File: config.mk
export PLATFORM = sky130hd
export DESIGN_NAME = nregister_serializer
export DESIGN_NICKNAME = d
export VERILOG_FILES = /design/src/rtl/nregister_pkg.sv /design/src/rtl/nregister_shift_out.sv /design/src/rtl/nregister_serializer.sv
export SDC_FILE = /design/constraint.sdc
export NUM_CORES = 1
export LEC_CHECK = 0
export ABC_AREA = 1
export ABC_CLOCK_PERIOD_IN_PS = 1800
export CAP_MARGIN = 20
export CORE_MARGIN = 1
export CORE_UTILIZATION = 45
export CTS_CLUSTER_DIAMETER = 60
export CTS_CLUSTER_SIZE = 40
export DETAILED_ROUTE_END_ITERATION = 12
export PLACE_DENSITY = 0.74
export SLEW_MARGIN = 10
export SYNTH_ARGS = -nofsm -noshare
export SYNTH_HDL_FRONTEND = slang
export SYNTH_SLANG_ARGS = --single-unit
File: constraint.sdc
create_clock -name clk -period 1.8 [get_ports clk]
set_clock_uncertainty 0.05 [all_clocks]
set_input_delay 0.45 -clock clk [delete_from_list [all_inputs] [get_ports clk]]
set_output_delay 0.45 -clock clk [all_outputs]
set_load 0.1 [all_outputs]
File: src/rtl/nregister_pkg.sv
// Shared definitions for the NRegister serial link (serializer and deserializer).
package nregister_pkg;

    localparam int unsigned NREG_WIDTH = 8;

    typedef logic [0:0] nreg_state_t;

    localparam nreg_state_t IDLE  = 1'b0;
    localparam nreg_state_t SHIFT = 1'b1;

    // Beat counter must reach WIDTH when the parity beat is appended.
    function automatic int unsigned nreg_cnt_w(input int unsigned width);
        return $clog2(width + 1);
    endfunction

endpackage

File: src/rtl/nregister_shift_out.sv
// Output shift register for the NRegister serializer: parallel load, zero-filled shift toward the output end.
module nregister_shift_out
    import nregister_pkg::*;
#(
    parameter int unsigned WIDTH     = NREG_WIDTH,
    parameter bit          LSB_FIRST = 1'b1
) (
    input  logic             clk,
    input  logic             reset_n,
    input  logic             load,
    input  logic             shift,
    input  logic [WIDTH-1:0] din,
    output logic             dout
);

    logic [WIDTH-1:0] sreg_q;

    always_ff @(posedge clk or negedge reset_n) begin
        if (!reset_n) begin
            sreg_q <= '0;
        end else if (load) begin
            sreg_q <= din;
        end else if (shift) begin
            if (LSB_FIRST) begin
                sreg_q <= {1'b0, sreg_q[WIDTH-1:1]};
            end else begin
                sreg_q <= {sreg_q[WIDTH-2:0], 1'b0};
            end
        end
    end

    assign dout = LSB_FIRST ? sreg_q[0] : sreg_q[WIDTH-1];

endmodule

File: src/rtl/nregister_serializer.sv
// Parallel-to-serial transmit end of the NRegister link; one word in flight at a time.
// Define NREGISTER_SERIALIZER_PARITY_EN to append an even-parity beat after each word.
module nregister_serializer
    import nregister_pkg::*;
#(
    parameter int unsigned WIDTH     = NREG_WIDTH,
    parameter bit          LSB_FIRST = 1'b1
) (
    input  logic             clk,
    input  logic             reset_n,
    input  logic             io_in_valid,
    output logic             io_in_ready,
    input  logic [WIDTH-1:0] io_in_bits,
    output logic             io_out_valid,
    input  logic             io_out_ready,
    output logic             io_out_bit,
    output logic             io_out_last
);

    localparam int unsigned CNT_W = nreg_cnt_w(WIDTH);
`ifdef NREGISTER_SERIALIZER_PARITY_EN
    localparam int unsigned LAST_BEAT_I = WIDTH;
`else
    localparam int unsigned LAST_BEAT_I = WIDTH - 1;
`endif
    localparam logic [CNT_W-1:0] LAST_BEAT = CNT_W'(LAST_BEAT_I);

    nreg_state_t      state_q, state_d;
    logic [CNT_W-1:0] cnt_q, cnt_d;
    logic             load;
    logic             shift;
    logic             is_last;
    logic             data_bit;
    logic             serial_bit;

    assign is_last = (cnt_q == LAST_BEAT);

    // State and beat counter registers.
    always_ff @(posedge clk or negedge reset_n) begin
        if (!reset_n) begin
            state_q <= IDLE;
            cnt_q   <= '0;
        end else begin
            state_q <= state_d;
            cnt_q   <= cnt_d;
        end
    end

    // Next-state, counter and shift-control decode.
    always_comb begin
        state_d = state_q;
        cnt_d   = cnt_q;
        load    = 1'b0;
        shift   = 1'b0;
        case (state_q)
            IDLE: begin
                if (io_in_valid) begin
                    load    = 1'b1;
                    cnt_d   = '0;
                    state_d = SHIFT;
                end
            end
            SHIFT: begin
                if (io_out_ready) begin
                    shift = 1'b1;
                    if (is_last) begin
                        cnt_d   = '0;
                        state_d = IDLE;
                    end else begin
                        cnt_d = cnt_q + CNT_W'(1);
                    end
                end
            end
            default: state_d = IDLE;
        endcase
    end

    nregister_shift_out #(
        .WIDTH     (WIDTH),
        .LSB_FIRST (LSB_FIRST)
    ) u_shift_out (
        .clk     (clk),
        .reset_n (reset_n),
        .load    (load),
        .shift   (shift),
        .din     (io_in_bits),
        .dout    (data_bit)
    );

`ifdef NREGISTER_SERIALIZER_PARITY_EN
    logic parity_q;

    // Even parity of the word, captured at load and sent on the extra beat.
    always_ff @(posedge clk or negedge reset_n) begin
        if (!reset_n) begin
            parity_q <= 1'b0;
        end else if (load) begin
            parity_q <= ^io_in_bits;
        end
    end

    assign serial_bit = is_last ? parity_q : data_bit;
`else
    assign serial_bit = data_bit;
`endif

    assign io_in_ready  = (state_q == IDLE);
    assign io_out_valid = (state_q == SHIFT);
    assign io_out_bit   = (state_q == SHIFT) && serial_bit;
    assign io_out_last  = (state_q == SHIFT) && is_last;

endmodule

### Word level (Yosys, flattened, before mapping)

Index checks and enable logic that the tools add are counted.

* add/subtract/negate cells: 1
* eq/ne operators: 3
* mux-type cells: 13
* bitwise logic cells: 1
* reduce and logical (&&, ||, !) cells: 4

Operators with widths (number)
* $mux W8: 2
* $mux W4: 3
* $pmux W4 S2: 1
* $mux W1: 6
* $add A4 B1 Y4 const B: 1
* $eq A4 B3 Y1 const B: 1
* $ne A2 B2 Y1 const B: 2
* $logic_and A1 B1 Y1: 2
* $pmux W1 S2: 1
* $reduce_and A2 Y1: 1
* $reduce_bool A2 Y1: 1
* $not A1 Y1: 1

* bits in registers: 13

### Longest topological paths before layout

* depth in word-level cells: 4
* mapped depth: 6
* gate-level depth less buffers: 6

### By module

From an unflattened synthesis, not the netlist that was laid out.

* cells, all modules: 81
* area, all modules: 666.9 µm²

Modules (own cells, without submodules)
* nregister_shift_out: times used 1, cells each 43, area an instance 376.6 µm²
* nregister_serializer: times used 1, cells each 38, area an instance 290.3 µm²

### Worst setup path after synthesis

No wires, ideal clock.

* path type: reg2out
* start: register state_q (netlist: io_out_valid)
* end: output port io_out_last
* arrival: 3.753 ns
* data required time: 1.300 ns
* path slack: -2.453 ns
* cell stages (with the launch flop): 3
* path buffers: 0
* path through: dfrtp_1 -> inv_2 -> nor3_1

* word-level cells in the longest chain between the ends: 1

RTL lines
* start: declaration: RTL line nregister_serializer.sv:28 `nreg_state_t state_q, state_d;`
* start signal: assignment: RTL line nregister_serializer.sv:44 `state_q <= state_d;`
* $logic_and A1 B1 Y1: RTL line nregister_serializer.sv:110 `assign io_out_last = (state_q == SHIFT) && is_last;`
* end: declaration: RTL line nregister_serializer.sv:17 `output logic io_out_last`

Every way passes these cells.

### Worst setup path in the final report

* start: register cnt_q[0]
* end: output port io_out_last

* word-level cells in the longest chain between the ends: 2

RTL lines
* start: declaration: RTL line nregister_serializer.sv:29 `logic [CNT_W-1:0] cnt_q, cnt_d;`
* start signal: assignment: RTL line nregister_serializer.sv:45 `cnt_q <= cnt_d;`
* $eq A4 B3 Y1: RTL line nregister_serializer.sv:36 `assign is_last = (cnt_q == LAST_BEAT);`
* $logic_and A1 B1 Y1: RTL line nregister_serializer.sv:110

Every way passes these cells.

==> summary by stage <==
Cells and area
For this run, the post-layout net count is around 120. Once layout is complete, the utilization of the core stands at 0.732. The finished layout cell area is 965 µm². For this run, the number of standard cells in the final layout without fillers is ~120. The antenna cell count is 0. The number of fillers in the final layout is about 110. The relative area change from synthesis to final layout is 48.0%.

In the final layout, the share of cells above drive strength 1 is 0.206.

Timing
For the final routed database, the setup TNS stands at 0 ns. Subtracting the final worst setup slack from the clock period gives 1.78 ns. Setup repair after global routing could not meet its margin everywhere. The achievable frequency is 560 MHz. The count of endpoints failing hold in the final timing report is 0.

The final cycle utilization of the critical path is 0.991. The total setup violations reported at the end of the flow is 0. The count of pins over their slew limit is 0. The actual transition at the worst max-transition pin is ~0.43 ns. In this run the tightest slew margin relative to its limit is 0.714.

Hold path
The path class of the tightest hold or removal check is input port to async pin.

Critical path
The most critical setup path has its startpoint at cnt_q[0]. The required arrival time at the worst endpoint is 1.30 ns. In this run the critical register-to-register path is launched from io_out_valid. Along the worst path, the maximum fanout reaches 2. In this run the register-to-register setup slack is 0.54 ns. The endpoint identified for the worst register-to-register timing path is u_shift_out.sreg_q[4].

The number of cells on the worst reg-to-reg path is 6. The type of element launching the critical path is a flip-flop. The critical path in this run is classified as flip-flop to output pin.

The capturing instance or port of the critical path is io_out_last. The data arrival time of the critical path is 1.28 ns. STA classifies the critical path endpoint as an output pin.

Placement
After legalization and detailed placement, the total HPWL measured 1080 µm. Summing all placed instances gives a cell area of 888 µm². The last weighted congestion value of the routability-driven placer is 0.802.

The count of port buffers added during placement is 15. The number of placed instances, taps included, is 114.

Clock network
For the worst-skew pair, the clock arrives at the later sink with an insertion delay of between 0.2 and 0.3 ns. The clock sink count is 13. The maximum clock path buffer count is 2. In this run the number of H-tree levels came out at 1. The number of buffers created by CTS is 3. TritonCTS built the clock tree. Clock tree synthesis selected as its root buffer the cell clkbuf_4.

The clock input transition at the sequential cells of the worst setup and hold paths is 0.07 ns.

Synth
The combinational family with the most area after synthesis is simple AND/OR/NAND/NOR gates. The post-synthesis share of cell area spent on and, or, nand and nor gates is 0.238. The sequential cell area fraction in the yosys report is 0.499. Synthesis produced between 80 and 90 cells. The total nets after synthesis is 97. The average instance in the mapped netlist occupies 7.76 µm². The total of flip-flops plus latches after synthesis is 13. The netlist area before placement is 652 µm². For this run, the number of Yosys warnings is 0.

The area share of fa/ha/maj cells after synthesis is 0.0192. After synthesis, the netlist uses 15 different library cells. Measured against the total synthesized area, the mux share comes to 0. The compound-gate portion of the synthesized area is 0.146. Of the total synthesized cell area, the portion taken by XOR and XNOR cells is 0.

Route
After detailed routing, the total wire length is 1370 µm. Dividing the detail-routed via count by the number of cells gives 4.97. The residual DRC count is 0.

The detail-routed net length per standard cell is 11.2 µm. Summing over every cut layer, the via total after detailed routing is 606. After the first detailed-routing iteration, the DRC count stood at 16. Once detail routing completed, the nets flagged for antenna violations numbered 0. For this run, the detailed router's first-pass iteration total came to 4.

Global routing
The first global-routing pass estimated 2150 µm of wire. The number of global-route vias before repair is ~520. The largest net degree at the start of global routing is 16. The global-route usage over all layers is 0.205. The number of antenna violations at the first check in global routing was 0. Summed over all layers, the global routing overflow is 0.

Power and ir drop
The worst-case IR drop observed on VDD is 0.765 mV. The cell area power density is 1550 nW/µm². The static leakage power is 0.470 nW. Summing internal, switching and leakage power gives ~1.5 mW.

Die
The total area inside the core boundary comes to 1320 µm². In this run the vertical extent of the chip is approximately 40 µm. The initial utilization of the core area, before any placement, comes to 0.495. The floorplan has 13 rows. The die covers 1600 µm². During I/O placement, the number of pins put on the boundary was 16.

The die is 40.1 µm wide.

Flow run
The total of max-cap violations is 0.

Run status
The flow ran to the end, and the final reports show no timing, DRC or antenna violations.
==> metal layers <==
metal,vias up,global-route usage,part of all wire
met5,-,0,0
met4,0,0.0776,0.0037
met3,2,0.0167,0.045
met2,17,0.367,0.52
met1,276,0.255,0.43
li1,311,-,-
==> how the worst min path moves through the flow <==
stage / end / cells after the start / start
CTS: u_shift_out.sreg_q[5] / 2 / u_shift_out.sreg_q[5]
detailed placement: u_shift_out.sreg_q[5] / 2 / u_shift_out.sreg_q[5]
finish: u_shift_out.sreg_q[3] / 1 / reset_n
floorplan: cnt_q[0] / 0 / reset_n
global route: u_shift_out.sreg_q[5] / 2 / u_shift_out.sreg_q[5]
global placement: u_shift_out.sreg_q[4] / 2 / u_shift_out.sreg_q[4]
==> cell usage after synthesis, drive strengths merged <==
master | count | share of area
nand2 | 26 | 0.17
o21ai | 17 | 0.13
inv | 14 | 0.081
dfrtp | 13 | 0.50
nor2 | 5 | 0.029
nand3 | 3 | 0.023
a21oi | 2 | 0.015
buf | 1 | 0.017
ha | 1 | 0.019
nand4 | 1 | 0.0096
nor3 | 1 | 0.0077
==> cells in the final DEF, fill, tap and decap left out, types with 3 or more instances in the layout <==
| cell | instances |
|---|---|
| buf_4 | 5 |
| nand2_1 | 22 |
| inv_1 | 11 |
| buf_12 | 4 |
| o21ai_0 | 11 |
| nand3_1 | 3 |
| nor2_1 | 5 |
| dfrtp_1 | 12 |
| o21ai_1 | 6 |
| clkdlybuf4s50_1 | 11 |
| clkbuf_4 | 3 |
==> power breakdown <==
part,leakage [nW],switching [mW],total (mW),internal [mW]
clock network,0.0150,0.0844,0.170,0.0856
registers,0.165,0.118,0.534,0.417
logic,0.290,0.472,0.791,0.319
==> cell type report <==
type / instances / area (µm²) / area share
flip-flops and latches: 13 / 329 / 0.341
multi-input cells: 56 / 294 / 0.305
repair buffers: 20 / 228 / 0.236
inverters: 14 / 68.8 / 0.0713
clock buffers: 4 / 26.3 / 0.0272
well taps: 15 / 18.8 / 0.0195
==> registers in the layout (all words and copies together), names as in the netlist <==
signal and count:
cnt_q 4, u_shift_out.sreg_q 8, io_out_valid 1
==> per-stage QoR <==
step	hold slack [ns]	setup WS, ns
6_report	0.435	0.0155
5_1_grt	0.450	-0.0364
4_1_cts	0.437	0.00460
3_5_place_dp	0.418	0.104
3_3_place_gp	0.413	0.171
2_1_floorplan	0.104	-0.282
==> cell families after synthesis <==
logic type | Yosys count
and+or+nand+nor | 36
DFF | 13
buffers and inverters | 15
adders and majority gates | 1
AOI/OAI and AO/OA | 19
==> worst max-delay path, stage by stage (launching register included) <==
cell     delay, ns
dfrtp_1       0.41
ha_4          0.17
nand2_4       0.05
nor3_4        0.18
buf_12        0.21
==> timing repair <==
action	in CTS	in global routing
setup buffers	4	0
hold buffers	0	0
gates resized for setup	4	0
pin swaps	2	0
setup endpoints to repair	1	1
Power figures use the tool's default switching activity.
